[src/rtl/cbus_pkg.sv]
// Shared Cbus link constants and state encoding, common to the RX deframer and TX framer.
package cbus_pkg;

    localparam logic [7:0] K_IDLE = 8'hBC;  // K28.5 comma / idle
    localparam logic [7:0] K_SOF  = 8'hFB;  // K27.7
    localparam logic [7:0] K_EOF  = 8'hFD;  // K29.7

    typedef enum logic [1:0] {
        UNSYNC = 2'd0,
        IDLE   = 2'd1,
        FRAME  = 2'd2
    } state_t;

    function automatic logic is_kchar(input logic charisk, input logic [7:0] data,
                                      input logic [7:0] code);
        return charisk && (data == code);
    endfunction

endpackage

[src/rtl/cbus_rx_deframer_if.sv]
// Push-only AXI-Stream byte channel: no tready, the slave must accept every beat.
interface cbus_axis_if;

    logic [7:0] tdata;
    logic       tvalid;
    logic       tlast;
    logic       tuser;

    modport master (output tdata, output tvalid, output tlast, output tuser);
    modport slave  (input  tdata, input  tvalid, input  tlast, input  tuser);

endinterface

[src/rtl/cbus_rx_deframer_sync.sv]
// Comma alignment tracker: declares link_up after a run of good commas and
// drops it after a run of bad symbols.
module cbus_rx_sync #(
    parameter int SYNC_COMMAS = 4,
    parameter int BAD_LIMIT   = 4
) (
    input  logic rx_core_clk,
    input  logic rx_reset,
    input  logic sym_valid,
    input  logic sym_bad,
    input  logic sym_is_idle,
    output logic sync_ok,
    output logic lose_sync,
    output logic link_up
);

    localparam int CW = $clog2(SYNC_COMMAS + 1);
    localparam int BW = $clog2(BAD_LIMIT + 1);

    logic [CW-1:0] comma_reg, comma_next;
    logic [BW-1:0] bad_run_reg, bad_run_next;
    logic          link_up_reg, link_up_next;

    always_comb begin
        comma_next   = comma_reg;
        bad_run_next = bad_run_reg;
        link_up_next = link_up_reg;
        sync_ok      = 1'b0;
        lose_sync    = 1'b0;
        if (sym_valid) begin
            // Bad-run saturates so lose_sync pulses only on the symbol that reaches the limit.
            if (sym_bad) begin
                if (bad_run_reg != BW'(BAD_LIMIT)) begin
                    bad_run_next = bad_run_reg + 1'b1;
                end
                if (bad_run_reg == BW'(BAD_LIMIT - 1)) begin
                    lose_sync = 1'b1;
                end
            end else begin
                bad_run_next = '0;
            end

            if (lose_sync) begin
                link_up_next = 1'b0;
                comma_next   = '0;
            end else if (!link_up_reg) begin
                if (sym_is_idle && !sym_bad) begin
                    if (comma_reg == CW'(SYNC_COMMAS - 1)) begin
                        sync_ok      = 1'b1;
                        link_up_next = 1'b1;
                        comma_next   = '0;
                    end else begin
                        comma_next = comma_reg + 1'b1;
                    end
                end else begin
                    comma_next = '0;
                end
            end
        end
    end

    always_ff @(posedge rx_core_clk or posedge rx_reset) begin
        if (rx_reset) begin
            comma_reg   <= '0;
            bad_run_reg <= '0;
            link_up_reg <= 1'b0;
        end else begin
            comma_reg   <= comma_next;
            bad_run_reg <= bad_run_next;
            link_up_reg <= link_up_next;
        end
    end

    assign link_up = link_up_reg;

endmodule

[src/rtl/cbus_rx_deframer.sv]
// Cbus RX deframer: strips SOF/EOF from decoded PCS symbols and streams payload
// bytes, holding one byte back so the final byte can carry tlast/tuser.
module cbus_rx_deframer
    import cbus_pkg::*;
#(
    parameter int SYNC_COMMAS = 4,
    parameter int BAD_LIMIT   = 4,
    parameter int MAX_LEN     = 1024,
    parameter int CNT_W       = 16
) (
    input  logic             rx_core_clk,
    input  logic             rx_reset,
    input  logic [7:0]       pcs_rxdata,
    input  logic             pcs_rxcharisk,
    input  logic             pcs_rxdisperr,
    input  logic             pcs_rxnotintable,
    input  logic             pcs_rxvalid,
    cbus_axis_if.master      m_axis,
    output logic             link_up,
    output logic [CNT_W-1:0] frame_count,
    output logic [CNT_W-1:0] error_count
);

    localparam int LEN_W = $clog2(MAX_LEN + 1);

    logic sym_bad, is_idle, is_sof, is_eof;
    logic sync_ok, lose_sync;

    assign sym_bad = pcs_rxdisperr | pcs_rxnotintable;
    assign is_idle = is_kchar(pcs_rxcharisk, pcs_rxdata, K_IDLE);
    assign is_sof  = is_kchar(pcs_rxcharisk, pcs_rxdata, K_SOF);
    assign is_eof  = is_kchar(pcs_rxcharisk, pcs_rxdata, K_EOF);

    cbus_rx_sync #(
        .SYNC_COMMAS (SYNC_COMMAS),
        .BAD_LIMIT   (BAD_LIMIT)
    ) u_sync (
        .rx_core_clk (rx_core_clk),
        .rx_reset    (rx_reset),
        .sym_valid   (pcs_rxvalid),
        .sym_bad     (sym_bad),
        .sym_is_idle (is_idle),
        .sync_ok     (sync_ok),
        .lose_sync   (lose_sync),
        .link_up     (link_up)
    );

    state_t           state_reg, state_next;
    logic [7:0]       hold_reg, hold_next;
    logic             hold_full_reg, hold_full_next;
    logic [LEN_W-1:0] len_reg, len_next;
    logic [CNT_W-1:0] frame_count_reg, error_count_reg;
    logic             tvalid_reg, tlast_reg, tuser_reg;
    logic [7:0]       tdata_reg;

    logic       beat_valid, beat_last, beat_user;
    logic       abort, frame_inc;
    logic [1:0] err_inc;

    always_comb begin
        state_next     = state_reg;
        hold_next      = hold_reg;
        hold_full_next = hold_full_reg;
        len_next       = len_reg;
        beat_valid     = 1'b0;
        beat_last      = 1'b0;
        beat_user      = 1'b0;
        abort          = 1'b0;
        frame_inc      = 1'b0;
        err_inc        = 2'd0;
        if (pcs_rxvalid) begin
            case (state_reg)
                UNSYNC: begin
                    if (sync_ok) state_next = IDLE;
                end
                IDLE: begin
                    if (sym_bad) begin
                        err_inc = 2'd1;
                    end else if (is_sof) begin
                        state_next     = FRAME;
                        len_next       = '0;
                        hold_full_next = 1'b0;
                    end
                end
                FRAME: begin
                    if (sym_bad) begin
                        // Counted once as a bad symbol and once as an abort.
                        abort      = 1'b1;
                        err_inc    = 2'd2;
                        state_next = IDLE;
                    end else if (is_eof) begin
                        if (hold_full_reg) begin
                            beat_valid = 1'b1;
                            beat_last  = 1'b1;
                            frame_inc  = 1'b1;
                        end
                        hold_full_next = 1'b0;
                        state_next     = IDLE;
                    end else if (pcs_rxcharisk) begin
                        abort      = 1'b1;
                        err_inc    = 2'd1;
                        state_next = is_sof ? FRAME : IDLE;
                        len_next   = '0;
                    end else if (len_reg == LEN_W'(MAX_LEN)) begin
                        abort      = 1'b1;
                        err_inc    = 2'd1;
                        state_next = IDLE;
                    end else begin
                        beat_valid     = hold_full_reg;
                        hold_next      = pcs_rxdata;
                        hold_full_next = 1'b1;
                        len_next       = len_reg + 1'b1;
                    end
                    if (abort) begin
                        beat_valid     = hold_full_reg;
                        beat_last      = hold_full_reg;
                        beat_user      = hold_full_reg;
                        hold_full_next = 1'b0;
                    end
                end
                default: state_next = UNSYNC;
            endcase
            if (lose_sync) begin
                state_next = UNSYNC;
            end
        end
    end

    always_ff @(posedge rx_core_clk or posedge rx_reset) begin
        if (rx_reset) begin
            state_reg       <= UNSYNC;
            hold_reg        <= '0;
            hold_full_reg   <= 1'b0;
            len_reg         <= '0;
            frame_count_reg <= '0;
            error_count_reg <= '0;
            tvalid_reg      <= 1'b0;
            tdata_reg       <= '0;
            tlast_reg       <= 1'b0;
            tuser_reg       <= 1'b0;
        end else begin
            state_reg       <= state_next;
            hold_reg        <= hold_next;
            hold_full_reg   <= hold_full_next;
            len_reg         <= len_next;
            frame_count_reg <= frame_count_reg + CNT_W'(frame_inc);
            error_count_reg <= error_count_reg + CNT_W'(err_inc);
            tvalid_reg      <= beat_valid;
            tdata_reg       <= beat_valid ? hold_reg : 8'h00;
            tlast_reg       <= beat_last;
            tuser_reg       <= beat_user;
        end
    end

    assign m_axis.tvalid = tvalid_reg;
    assign m_axis.tdata  = tdata_reg;
    assign m_axis.tlast  = tlast_reg;
    assign m_axis.tuser  = tuser_reg;
    assign frame_count   = frame_count_reg;
    assign error_count   = error_count_reg;

endmodule

[src/flat_wrapper.sv]
// flat-port wrapper written by rule: the top's interface ports become plain ports
module cbus_rx_deframer_flat import cbus_pkg::*;
#(
    parameter int SYNC_COMMAS = 4,
    parameter int BAD_LIMIT   = 4,
    parameter int MAX_LEN     = 1024,
    parameter int CNT_W       = 16
)
  (rx_core_clk, rx_reset, pcs_rxdata, pcs_rxcharisk, pcs_rxdisperr, pcs_rxnotintable, pcs_rxvalid, link_up, frame_count, error_count, m_axis_tdata, m_axis_tvalid, m_axis_tlast, m_axis_tuser);
  cbus_axis_if m_axis_i ();
  input  logic rx_core_clk;
  input  logic rx_reset;
  input  logic [7:0] pcs_rxdata;
  input  logic pcs_rxcharisk;
  input  logic pcs_rxdisperr;
  input  logic pcs_rxnotintable;
  input  logic pcs_rxvalid;
  output logic link_up;
  output logic [CNT_W-1:0] frame_count;
  output logic [CNT_W-1:0] error_count;
  output wire logic [$bits(m_axis_i.tdata)-1:0] m_axis_tdata;
  output wire logic [$bits(m_axis_i.tvalid)-1:0] m_axis_tvalid;
  output wire logic [$bits(m_axis_i.tlast)-1:0] m_axis_tlast;
  output wire logic [$bits(m_axis_i.tuser)-1:0] m_axis_tuser;
  assign m_axis_tdata = m_axis_i.tdata;
  assign m_axis_tvalid = m_axis_i.tvalid;
  assign m_axis_tlast = m_axis_i.tlast;
  assign m_axis_tuser = m_axis_i.tuser;
  cbus_rx_deframer #(.SYNC_COMMAS(SYNC_COMMAS), .BAD_LIMIT(BAD_LIMIT), .MAX_LEN(MAX_LEN), .CNT_W(CNT_W)) u_core (.rx_core_clk(rx_core_clk), .rx_reset(rx_reset), .pcs_rxdata(pcs_rxdata), .pcs_rxcharisk(pcs_rxcharisk), .pcs_rxdisperr(pcs_rxdisperr), .pcs_rxnotintable(pcs_rxnotintable), .pcs_rxvalid(pcs_rxvalid), .m_axis(m_axis_i), .link_up(link_up), .frame_count(frame_count), .error_count(error_count));
endmodule
[config.mk]
export PLATFORM = sky130hd
export DESIGN_NAME = cbus_rx_deframer_flat
export DESIGN_NICKNAME = d
export VERILOG_FILES = /design/src/rtl/cbus_pkg.sv /design/src/rtl/cbus_rx_deframer_if.sv /design/src/rtl/cbus_rx_deframer_sync.sv /design/src/rtl/cbus_rx_deframer.sv /design/src/flat_wrapper.sv
export SDC_FILE = /design/constraint.sdc
export NUM_CORES = 1
export LEC_CHECK = 0
export CAP_MARGIN = 10
export CELL_PAD_IN_SITES_DETAIL_PLACEMENT = 1
export CELL_PAD_IN_SITES_GLOBAL_PLACEMENT = 1
export CORE_MARGIN = 3
export CORE_UTILIZATION = 36
export CTS_BUF_LIST = sky130_fd_sc_hd__clkbuf_16
export DETAILED_ROUTE_END_ITERATION = 8
export DONT_BUFFER_PORTS = 1
export PLACE_DENSITY_LB_ADDON = 0.1
export SLEW_MARGIN = 10
export SYNTH_ARGS = -nofsm -noshare
export SYNTH_HDL_FRONTEND = slang
export SYNTH_SLANG_ARGS = --single-unit
[constraint.sdc]
create_clock -name rx_core_clk -period 3 [get_ports rx_core_clk]
set_input_delay 0.3 -clock rx_core_clk [delete_from_list [all_inputs] [get_ports rx_core_clk]]
set_output_delay 0.3 -clock rx_core_clk [all_outputs]
set_load 0.05 [all_outputs]
Word-level counts from Yosys, hierarchy flattened --
Index checks and enable logic that the tools add are counted.
Word-level totals: bits in registers 72, latch bits 0, bits in writable memories 0, bits in read-only memories 0, output and inout port bits 44, logic and storage cells 133, memories 0
Operators by class: add/subtract/negate cells 5, multipliers 0, divide/modulo/power cells 0, magnitude comparators 0, eq/ne operators 23, shift operators 0, muxes and demuxes 74, bitwise gates (word level) 5, reductions and logical operators 13
Operator list (count):
- $mux 11 | 6
- $mux 1 | 44
- $mux 2 | 13
- $eq 8x8->1 const B | 3
- $pmux 11 s2 | 1
- $mux 3 | 6
- $add 16x1->16 | 1
- $add 16x2->16 | 1
- $reduce_and 7->1 | 2
- $add 11x1->11 const B | 1
- $eq 11x11->1 const B | 1
- $mux 8 | 1
- $add 3x1->3 const B | 2
- $eq 3x2->1 const B | 2
- $ne 2x1->1 const B | 3
- $ne 2x2->1 const B | 3
- $ne 3x1->1 const B | 2
- $ne 3x2->1 const B | 2
- $ne 3x3->1 const B | 2
- $ne 6x3->1 const B | 1
- $pmux 2 s3 | 1
- $reduce_and 6->1 | 1
- $reduce_and 5->1 | 1
- $logic_and 1x1->1 | 4
- 12 further kinds | 16

Longest topological paths before layout --
Gate-level depths: netlist of run 1.
depth after elaboration 11, gate-level depth with buffers 14

By module --
Synthesis of run 1 repeated with hierarchy kept, for this count alone.
Second synthesis, totals: cell total of the unflattened synthesis 307, area total of the unflattened synthesis 3407.0 um2
By module, submodules not included:
- cbus_rx_deframer | instances 1, cells each 270, area each 3014.1 um2, sequential area each 1626.6 um2
- cbus_rx_sync | instances 1, cells each 37, area each 392.9 um2, sequential area each 175.2 um2

Worst setup path after synthesis of run 1 --
No wires, ideal clock.
path type reg2reg, from register u_core.state_reg[0], to register u_core.error_count_reg[12] (netlist: u_core.error_count[12]), library setup time 0.142 ns, data arrival time 3.052 ns, data required time 2.858 ns, setup slack -0.194 ns, cell stages (with the launch flop) 15, path buffers 2, path through dfrtp_1 inv_1 ha_1 clkbuf_1 o311a_1 clkbuf_1 nand2b_1 a21oi_1 ha_1 inv_1 fa_1 or3b_2 nor2_1 nand2_1 xnor2_1
On the way: cells in the longest elaborated chain, start to end 4, elaborated cells between the ends (all ways) 5, classes of those cells add/sub (1); eq/ne (2); mux (2)
RTL lines:
- start: declaration | line cbus_rx_deframer.sv:48 | state_t state_reg, state_next;
- start signal: assignment | line cbus_rx_deframer.sv:142 | state_reg <= state_next;
- $eq 2x2->1 or $eq 2x1->1 (tied branches) | line cbus_rx_deframer.sv:72 | case (state_reg)
- $pmux 2 s2 (*) | line cbus_rx_deframer.sv:72
- $mux 2 (*) | line cbus_rx_deframer.sv:71 | if (pcs_rxvalid) begin
- $add 16x2->16 (*) | line cbus_rx_deframer.sv:147 | error_count_reg <= error_count_reg + CNT_W'(err_inc);
- end signal: assignment | line cbus_rx_deframer.sv:147
- end: declaration | line cbus_rx_deframer.sv:52 | logic [CNT_W-1:0] frame_count_reg, error_count_reg;
Mark *: on every way between the ends. The rest lies on a longest branch, timed or not. A chain may end at the register's enable or synchronous reset.

Worst setup path in the final report of run 1 --
from register u_core.len_reg[7], to register u_core.error_count_reg[12] (netlist: u_core.error_count[12])
On the way: cells in the longest elaborated chain, start to end 8
RTL lines:
- start: declaration | line cbus_rx_deframer.sv:51 | logic [LEN_W-1:0] len_reg, len_next;
- start signal: assignment | line cbus_rx_deframer.sv:145 | len_reg <= len_next;
- $eq 11x11->1 | line cbus_rx_deframer.sv:104 | end else if (len_reg == LEN_W'(MAX_LEN)) begin
- $mux 1 | line cbus_rx_deframer.sv:104
- $mux 2 | line cbus_rx_deframer.sv:99 | end else if (pcs_rxcharisk) begin
- $mux 2 | line cbus_rx_deframer.sv:91 | end else if (is_eof) begin
- $mux 2 | line cbus_rx_deframer.sv:86 | if (sym_bad) begin
- $pmux 2 s2 | line cbus_rx_deframer.sv:72
- $mux 2 | line cbus_rx_deframer.sv:71
- $add 16x2->16 | line cbus_rx_deframer.sv:147
Every way passes these cells.

==> summary.txt, run 1 <==
Clock tree
  • Worst-path clk slew: 60 ps
  • Max Buffers Root-to-Sink: 2
  • Root Driver: clkbuf_16
  • CTS Buf Count: 9
  • CTS tree: done
  • Clk_lat worst skew: 330 ps
  • H-tree depth: 3
  • # clock sinks: 72

Synth
  • Number of library cell types mapped by synthesis: 43
  • Top cells by area, synth: dfrtp_1 52%, ha_1 5.1%, xnor2_1 5.1%
  • Area of the mapped netlist: between 3000 and 4000 um2
  • Mux cell area share after synthesis: 2.60%
  • Post-Syn Nets: 353
  • Synth Area in Adders: 5.64%
  • Register area share after synthesis: 52.0%
  • Post-Synthesis Cells: 324
  • Predominant post-synthesis flop cell: dfrtp_1
  • Share of the synthesized area in the top cell type: between 50% and 60%
  • Fraction of registers with async set/reset: 100%
  • Synth Area in Compound Gates: 8.49%
  • Largest area contributor in the netlist: dfrtp_1
  • YS warnings: 0
  • EDFF count, synth: 0
  • Largest family of logic cells by synthesized area: simple AND/OR/NAND/NOR gates
  • #FFs+latches synth: 72
  • Post-Synth XOR/XNOR Area: 9.10%
  • Post-synthesis simple-gate area fraction: 19.5%
  • Mean Syn Cell Area: 10.7 um2

GRT
  • Antenna violations before repair: 0
  • GRT Util Overall: about 16%
  • Number of global-route vias before repair: approximately 2500
  • Total grt overflow: 0
  • Largest net degree at the start of global routing: 62
  • Global-route wire length before repair: 13.7 mm

Final layout
  • Final Net Count: ~380
  • Final instance area: 4180 um2
  • Area grow syn2layout: 20.7%
  • Commonest non-fill, non-tap cells in the layout: 72 x dfrtp_1, 29 x nand2_1, 24 x buf_4
  • Ant. Diodes: 0
  • Layout cells sized above 1: 16.5%
  • Leading cell type in the layout, fill and taps excluded: dfrtp_1

Placement
  • Port Buffers: 0
  • Post-DP HPWL: around 5.7 mm
  • Dpl cell area: ~3800 um2
  • Worst slack at placement: 35.5 ps
  • Final GP Congestion: ~0.74

Floorplan
  • Chip Height: 104 um
  • Core ar.: 9280 um2
  • Die area: 10800 um2
  • # rows: 35
  • Initial core utilization: 37.3%
  • Die Span X: between 100 and 150 um
  • I/O pin count: 58

Worst setup path
  • R2r startpoint: u_core.len_reg[7]$_DFFE_PP0P_
  • Critical path peak fanout: 4
  • Worst r2r dst: u_core.error_count[12]$_DFF_PP0_
  • CP startpoint kind: flop
  • Kind of critical path: reg2reg
  • Endpoint type of the worst setup path: flop
  • Reg-to-reg slack, setup: 260 ps
  • Critical path origin: u_core.len_reg[7]$_DFFE_PP0P_
  • Crit path DAT: between 2000 and 3000 ps
  • Worst r2r path cells: 11
  • Worst setup path endpoint: u_core.error_count[12]$_DFF_PP0_
  • Worst EP required: 3190 ps

Detailed routing
  • Via count: around 2500
  • DR iter-0 viols: 50
  • Vias/cell: 5.07
  • DRC errors left: 0
  • Routed wire per std cell: ~16 um
  • WL final: 8.00 mm
  • Drt pass-1 iters: 4
  • Post-route ant nets: 0

STA
  • Tcrit/Tclk final: 91.2%
  • Fmax: around 370 MHz
  • Final setup margin: 265 ps
  • RSZ-0062 raised after global routing: no
  • Crit path time final: 2740 ps
  • Worst-margin pin slew: 791 ps
  • Pins Over Slew Limit: 0
  • Final hold vios: 0
  • Clk_skew: 5.42 ps
  • TNS Setup: 0 ps
  • Setup violators final: 0
  • Slew margin rel.: between 40 and 50%

Pwr
  • Sw Pwr: 530 uW
  • Cell-internal power: 1940 uW
  • P per Cell Area: about 590 nW/um2
  • Reg power frac: 42.0%
  • Switching share of total power: a little over a fifth
  • Peak VDD IR: 0.290 mV
  • Comb pwr share: 5.6%
  • Clock Power Share: 52.4%
  • Leakage: 0.00197 uW

Flow run
  • Maximum capacitance violations: 0

Run status
  • Outcome: finished clean

Worst hold path
  • Min-delay worst type: in2reg
-- per-layer routing --
metal | global-route usage, % | part of all wire, % | routed length (um) | vias to the layer above
li1 | - | - | - | 1180
met1 | 21.6 | 47 | 3740 | 1240
met2 | 24.5 | 49 | 3910 | 37
met3 | 4.35 | 3.4 | 274 | 5
met4 | 4.84 | 0.91 | 73 | 0
met5 | 0 | 0 | 0 | -
-- kinds of logic (layout without fill, tap and decap cells) --
kind of cell             after synthesis  in the layout
AO/OA/AOI/OAI                         42             42
XOR/XNOR                              36             36
adder cells (fa/ha/maj)               15             15
buffers and inverters                 24             57
flip-flops                            72             72
multiplexers                           8              8
AND/OR/NAND/NOR                      127            127
-- power groups by stage --
stage	combinational [uW]	clock (uW)	sequential [uW]
floorplan	107	0	1050
global placement	134	0	1050
detailed placement	140	0	1050
CTS	141	1330	1040
global route	166	1380	1040
finish	139	1290	1040
-- worst min path at each step --
stage	cells after the start	slack, ps	endpoint	startpoint
3_5_place_dp	1	140	u_core.frame_count[15]$_DFF_PP0_	rx_reset
3_3_place_gp	1	140	u_core.frame_count[15]$_DFF_PP0_	rx_reset
6_report	1	80	u_core.u_sync.bad_run_reg[1]$_DFFE_PP0P_	pcs_rxvalid
5_1_grt	1	60	u_core.u_sync.bad_run_reg[1]$_DFFE_PP0P_	pcs_rxvalid
2_1_floorplan	1	450	u_core.m_axis.tdata[0]$_DFF_PP0_	u_core.hold_reg[0]$_DFFE_PP0P_
4_1_cts	1	60	u_core.u_sync.bad_run_reg[1]$_DFFE_PP0P_	pcs_rxvalid
-- metrics by stage --
| stage | util (%) | hold WS (ps) | cells | power, uW |
|---|---|---|---|---|
| finish | 45.0 | 80.5 | 486 | 2470 |
| global route | 45.0 | 64.8 | 486 | 2590 |
| CTS | 44.7 | 64.4 | 485 | 2510 |
| detailed placement | 40.6 | 141 | 469 | 1190 |
| global placement | 40.6 | 141 | 469 | 1190 |
| floorplan | - | 447 | 324 | 1160 |
-- worst max-delay path: stages (launching register included) --
cell and delay, ps:
dfrtp_1 410, nor4b_4 350, a31oi_1 150, nand2b_1 160, a21oi_1 160, ha_2 190
inv_1 50, fa_2 340, or3b_4 420, nor2_2 130, nand2_1 80, xnor2_1 160
-- layout make-up --
class	instances	area [um2]
multi-input cells	228	1610
inverters	17	63.8
well taps	129	161
flip-flops and latches	72	1800
fillers	990	5100
clock inverters	6	133
repair buffers	25	190
clock buffers	9	225
-- Yosys cell counts (2+ instances only) --
| library cell | count |
|---|---|
| inv_1 | 17 |
| or4_1 | 2 |
| o2111ai_1 | 3 |
| nand4_1 | 9 |
| or2_2 | 2 |
| nor2_1 | 24 |
| nor2b_1 | 6 |
| nand2b_1 | 3 |
| o21ai_0 | 6 |
| clkbuf_1 | 6 |
| mux2_2 | 8 |
| o22ai_1 | 2 |
| a21oi_1 | 11 |
| a22o_1 | 2 |
| dfrtp_1 | 72 |
| a31oi_1 | 4 |
| o21a_1 | 2 |
| xnor2_1 | 20 |
| ha_1 | 14 |
| nand4b_1 | 2 |
| and3_1 | 9 |
| nand3_1 | 17 |
| nor3b_1 | 3 |
| nor3_1 | 4 |
| o211ai_1 | 7 |
| and2_1 | 9 |
| xor2_1 | 16 |
| nand2_1 | 29 |
-- what timing repair did --
action | CTS | global route
hold endpoints to repair | 11 | 0
endpoints found under the setup margin | 2 | 3
gates resized for setup | 1 | 7
hold buffers | 1 | 0
pin swaps | 0 | 2
buffers inserted | 0 | 1
Power figures use the tool's default switching activity.
==> run 2: changes to the inputs <==
Settings changed: ABC_AREA set to 1.
==> run 2 against run 1 <==
Net effect:
- flip-flop and latch count is the same
- clock-buffer cell count is the same
- register-to-register slack lost 50 ps
- final cell count grew 19%
- design area grew 0.30%
- sequential share of layout area shrank 0.13 points
- largest power group is now registers
==> summary.txt, run 2 <==
STA
  • Setup violators final: 0
  • Fmax: 360 MHz
  • Clk_skew: 9.27 ps
  • Pins Over Slew Limit: 0
  • Final hold vios: 0
  • Crit path time final: about 2800 ps
  • Hold slack: 97.2 ps
  • Tcrit/Tclk final: 92.7%
  • Worst-margin pin slew: roughly 630 ps
  • Final setup margin: 219 ps
  • Slew margin rel.: between 50 and 60%

Worst setup path
  • CP max stage delay: 410 ps
  • CP Cell Sequence: inv_1 > ha_1 > nand2_1 > nor2_1 > nand2_1 > a21oi_2 > a21oi_1 > nor2_1 > ha_1 > inv_1 > fa_1 > nor2_2 > nand3_2 > nor2_4 > nand3_1 > xnor2_1
  • CP startpoint kind: flop
  • Slowest CP cell: fa_1
  • Critical path peak fanout: 4
  • Endpoint type of the worst setup path: flop
  • Worst EP required: 3180 ps
  • Kind of critical path: reg2reg
  • Crit path DAT: about 3000 ps

Synth
  • Fraction of registers with async set/reset: 100%
  • Share of the synthesized area in the top cell type: 48.9%
  • Synth cell count leaders: 75 x nand2_1, 72 x dfrtp_1, 61 x inv_1
  • Area of the mapped netlist: 3690 um2
  • Post-Synthesis Cells: approximately 420
  • Post-Syn Nets: about 450
  • Predominant post-synthesis flop cell: dfrtp_1
  • EDFF count, synth: 0
  • Largest area contributor in the netlist: dfrtp_1
  • Most frequent cell after synthesis: nand2_1
  • Number of library cell types mapped by synthesis: 35
  • Mean Syn Cell Area: 8.71 um2
  • YS warnings: 0
  • Register area share after synthesis: 48.9%
  • Top cells by area, synth: dfrtp_1 49%, nand2_1 7.6%, inv_1 6.2%
  • #FFs+latches synth: 72

Pwr
  • P per Cell Area: about 740 nW/um2
  • Peak VDD IR: 0.409 mV
  • Leakage: 0.00207 uW
  • Power Total: 3100 uW

Placement
  • Post-DP HPWL: about 6.6 mm
  • Worst slack at placement: a little over 50 ps
  • Port Buffers: 0
  • Final GP Congestion: ~0.76
  • Placed Cells: between 500 and 600
  • Dpl cell area: 3880 um2

Detailed routing
  • Via count: 2840
  • Routed wire per std cell: 15.2 um
  • Vias/cell: about 5
  • DRC errors left: 0
  • Post-route ant nets: 0
  • Drt pass-1 iters: 4
  • WL final: approximately 8.8 mm
  • DR iter-0 viols: roughly 140

Floorplan
  • # rows: 36
  • Initial core utilization: between 30% and 40%
  • Die area: 11500 um2
  • Chip Height: 107 um
  • Core ar.: roughly 9900 um2
  • I/O pin count: 58
  • Die Span X: 107 um

Clock tree
  • Clk_lat worst skew: approximately 330 ps
  • CTS tree: done
  • Max Buffers Root-to-Sink: 2
  • Worst-path clk slew: 60 ps
  • Root Driver: clkbuf_16
  • CTS Buf Count: 9
  • # clock sinks: just over 70
  • H-tree depth: 3

Final layout
  • Area of the multi-input gates: 1620 um2
  • Fin cells: 578
  • Commonest non-fill, non-tap cells in the layout: 75 x nand2_1, 72 x dfrtp_1, 61 x inv_1
  • Final Net Count: 469
  • Area grow syn2layout: 13.7%
  • Layout cells sized above 1: roughly a tenth
  • Ant. Diodes: 0
  • Reg area: 1800 um2
  • Fillcell total: between 1000 and 1500
  • Final instance area: around 4200 um2
  • Leading cell type in the layout, fill and taps excluded: nand2_1

GRT
  • Antenna violations before repair: 0
  • Largest net degree at the start of global routing: 73
  • Number of global-route vias before repair: 3028
  • GRT Util Overall: about 16%
  • Global-route wire length before repair: 14.8 mm
  • Total grt overflow: 0

Flow run
  • Maximum capacitance violations: 0

Worst hold path
  • Min-delay worst type: in2reg

Run status
  • Outcome: finished clean
[run 2: cell count changes after synthesis, sizes merged, moves of 8 or more]
cell   delta
nand2    +47
and3      -9
nor3      +8
nand3    +22
nor2     +29
mux2      -8
o21ai    +19
and2      -9
inv      +45
[run 2: worst max-delay path: cells and delay by family, from the launching register on]
family / cells / cell delay (ps)
AOI/OAI and AO/OA: 2 / 220
xor gates and xnor gates: 1 / 160
adders and majority gates: 3 / 770
buffers and inverters: 2 / 170
DFF: 1 / 380
and+or+nand+nor: 8 / 930
[run 2: metal layers]
layer	track usage [%]	up-vias	routed length (um)
met4	3.84	0	87
met1	21.9	1403	4220
met2	25.8	41	4070
li1	-	1386	-
met5	0	-	0
met3	4.58	10	378
[run 2: power by group]
group | internal, uW | switching (uW)
Combinational | 259 | 475
Clock | 551 | 393
Sequential | 1140 | 280
[run 2: worst paths after layout]
kind	start	end	slack, ps	cells after the start
setup / recovery	u_core.len_reg[0]$_DFFE_PP0P_	u_core.error_count[12]$_DFF_PP0_	220	16
hold / removal	pcs_rxdata[6]	u_core.hold_reg[6]$_DFFE_PP0P_	100	2
setup reg to reg	u_core.len_reg[0]$_DFFE_PP0P_	u_core.error_count[12]$_DFF_PP0_	220	16
hold reg to reg	u_core.hold_reg[6]$_DFFE_PP0P_	u_core.m_axis.tdata[6]$_DFF_PP0_	490	2
max in group asynchronous	rx_reset	u_core.frame_count[2]$_DFF_PP0_	2180	3
min in group asynchronous	rx_reset	u_core.frame_count[13]$_DFF_PP0_	530	3
[run 2: what timing repair did]
item,4_1_cts,5_1_grt
setup endpoints to repair,0,6
hold buffers,1,0
hold endpoints to repair,72,0
buffers inserted,0,2
resized for setup,0,6
[run 2: metrics by stage]
step | TNS [ps] | util, %
after floorplan | 0 | -
after global placement | 0 | 39.3
after detailed placement | 0 | 39.3
after CTS | 0 | 42.1
after global routing | -23.6 | 42.5
final | 0 | 42.5
[run 2: layout make-up]
class                   instances  share of cell area [%]
flip-flops and latches         72                    43.0
multi-input cells             283                    38.7
inverters                      62                    5.55
clock buffers                   9                    5.37
well taps                     133                    3.97
repair buffers                 12                    2.51
clock inverters                 7                   0.955
[run 2: cell families (layout without fill, tap and decap cells)]
group                    after synthesis  count (layout)  share of synthesized area, %
AND/OR/NAND/NOR                      198             198                          24.9
AO/OA/AOI/OAI                         41              41                          6.25
buffers and inverters                 68              90                          7.77
adder cells (fa/ha/maj)               15              15                          5.30
flip-flops                            72              72                          48.9
XOR/XNOR                              29              29                          6.89
==> run 3: changes to the inputs <==
Settings changed: CAP_MARGIN 10 to not set, CORE_ASPECT_RATIO set to 2.
==> run 3 against run 2 <==
Net effect:
- fmax grew 0.27%
- final cell count up 0.52%
- highest routed layer unchanged
- clock power up 33%
- worst hold slack lost 9.6 ps
- total power rose by 12%
- via count rose by 2.8%
- sequential share of layout area shrank 0.97 points
- critical path type unchanged
- design area increased by 2.3%
- register-to-register slack about the same
==> summary.txt, run 3 (synthesized netlist as in run 2, its figures left out) <==
Worst setup path
  • CP Cell Sequence: inv_1 > ha_2 > nand2_1 > nor2_1 > nand2_1 > a21oi_1 > a21oi_1 > nor2_1 > ha_1 > inv_1 > fa_1 > nor2_2 > nand3_2 > nor2_4 > nand3_1 > xnor2_1
  • Crit path DAT: approximately 3000 ps
  • Slowest CP cell: fa_1
  • Worst r2r path cells: 16
  • Reg-to-reg slack, setup: between 200 and 250 ps
  • Critical path origin: u_core.len_reg[1]$_DFFE_PP0P_
  • Worst EP required: approximately 3200 ps
  • Endpoint type of the worst setup path: flop
  • CP max stage delay: 410 ps
  • Worst r2r dst: u_core.error_count[14]$_DFF_PP0_
  • CP startpoint kind: flop
  • Critical path peak fanout: 3
  • Kind of critical path: reg2reg
  • Worst setup path endpoint: u_core.error_count[14]$_DFF_PP0_
  • R2r startpoint: u_core.len_reg[1]$_DFFE_PP0P_

Placement
  • Placed Cells: 564
  • Post-DP HPWL: 7.61 mm
  • Final GP Congestion: 0.801
  • Port Buffers: 0

Final layout
  • Fillcell total: 1175
  • Ant. Diodes: 0
  • Final Net Count: 473
  • Area grow syn2layout: 16.4%
  • Leading cell type in the layout, fill and taps excluded: nand2_1
  • Fin cells: 581
  • Commonest non-fill, non-tap cells in the layout: 75 x nand2_1, 72 x dfrtp_1, 59 x inv_1
  • Layout cells sized above 1: between 10% and 20%

STA
  • Crit path time final: 2770 ps
  • Clk_skew: ~7.1 ps
  • Tcrit/Tclk final: between 90% and 100%
  • Pins Over Slew Limit: 0
  • Slew margin rel.: 55.5%
  • Worst-margin pin slew: between 600 and 700 ps
  • Final hold vios: 0
  • TNS Setup: 0 ps
  • RSZ-0062 raised after global routing: no
  • Setup violators final: 0
  • Fmax: 361 MHz

Clock tree
  • H-tree depth: 3
  • Post-CTS setup buffers: 0
  • CTS Buf Count: 9
  • Worst-path clk slew: 60 ps
  • CTS tree: done
  • # clock sinks: 72
  • Max Buffers Root-to-Sink: 2
  • Clk_lat worst skew: 340 ps
  • Root Driver: clkbuf_16

GRT
  • Total grt overflow: 0
  • Largest net degree at the start of global routing: 27
  • Global-route wire length before repair: 16.0 mm
  • Antenna violations before repair: 0
  • GRT Util Overall: 18.0%
  • Number of global-route vias before repair: 3323

Floorplan
  • I/O pin count: 58
  • Die Span X: 77.6 um
  • Initial core utilization: roughly 37%
  • # rows: 51
  • Core ar.: 9890 um2
  • Die area: 11600 um2
  • Chip Height: 149 um

Detailed routing
  • DRC errors left: 0
  • Via count: 2919
  • DR iter-0 viols: 78
  • Vias/cell: roughly 5
  • Post-route ant nets: 0
  • Routed wire per std cell: 16.4 um
  • WL final: 9.54 mm
  • Drt pass-1 iters: 4

Run status
  • Outcome: finished clean

Flow run
  • Maximum capacitance violations: 0

Worst hold path
  • Min-delay worst type: in2reg

Pwr
  • Peak VDD IR: between 0.4 and 0.5 mV
  • Leakage: 0.00211 uW
  • P per Cell Area: just over 800 nW/um2
[run 3: cell count changes in the layout (fill, tap and decap cells not counted), sizes merged]
cell | previous run | this run
buf | 11 | 15
clkinv | 6 | 0
bufinv | 0 | 3
inv | 63 | 65
clkinvlp | 0 | 1
[run 3: how the worst min path moves through the flow]
stage | slack [ps] | to | depth (start not counted) | startpoint
2_1_floorplan | 420 | u_core.hold_reg[0]$_DFFE_PP0P_ | 2 | pcs_rxdata[0]
3_3_place_gp | 250 | u_core.frame_count[3]$_DFF_PP0_ | 1 | rx_reset
3_5_place_dp | 260 | u_core.frame_count[3]$_DFF_PP0_ | 1 | rx_reset
4_1_cts | 80 | u_core.hold_reg[0]$_DFFE_PP0P_ | 2 | pcs_rxdata[0]
5_1_grt | 90 | u_core.hold_reg[1]$_DFFE_PP0P_ | 2 | pcs_rxdata[1]
6_report | 90 | u_core.hold_reg[0]$_DFFE_PP0P_ | 2 | pcs_rxdata[0]
[run 3: layer usage]
metal	GRT usage (%)	share of wire, %	up-vias
met3	5.38	5.5	18
li1	-	-	1394
met1	16.0	33	1445
met2	36.1	59	62
met4	7.75	2.7	0
met5	0	0	-
[run 3: report_power, final]
part	total, uW	internal, uW	switching, uW
sequential	1410	1140	268
clock	1260	824	440
combinational	786	284	502
[run 3: layout make-up]
| type | count | area, um2 | area share [%] |
|---|---|---|---|
| Sequential cell | 72 | 1800 | 42.0 |
| Multi-Input combinational cell | 283 | 1620 | 37.7 |
| Inverter | 62 | 233 | 5.43 |
| Clock buffer | 9 | 225 | 5.25 |
| Tap cell | 132 | 165 | 3.85 |
| Clock inverter | 7 | 126 | 2.95 |
| Timing Repair Buffer | 16 | 123 | 2.86 |
[run 3: through the flow]
stage / hold WS (ps) / util [%] / instance area [um2] / setup slack, ps / power [uW]
after floorplan: 421 / - / 3690 / 371 / 1960
after global placement: 253 / 39.5 / 3910 / 129 / 2190
after detailed placement: 259 / 39.5 / 3910 / 41.9 / 2220
after CTS: 80.0 / 43.2 / 4270 / 31.7 / 3500
after global routing: 91.7 / 43.4 / 4290 / 5.75 / 3690
final: 87.7 / 43.4 / 4290 / 227 / 3460
[run 3: what timing repair did]
action / in CTS / in global routing
resized for setup: 0 / 6
endpoints found under the hold margin: 24 / 0
hold buffers: 1 / 0
endpoints found under the setup margin: 0 / 4
[run 3: critical path, delay by kind of cell, from the launching register on]
family / cells / cell delay [ps]
XOR/XNOR: 1 / 160
AND/OR/NAND/NOR: 8 / 910
flip-flops: 1 / 400
adder cells (fa/ha/maj): 3 / 790
AO/OA/AOI/OAI: 2 / 230
buffers and inverters: 2 / 160
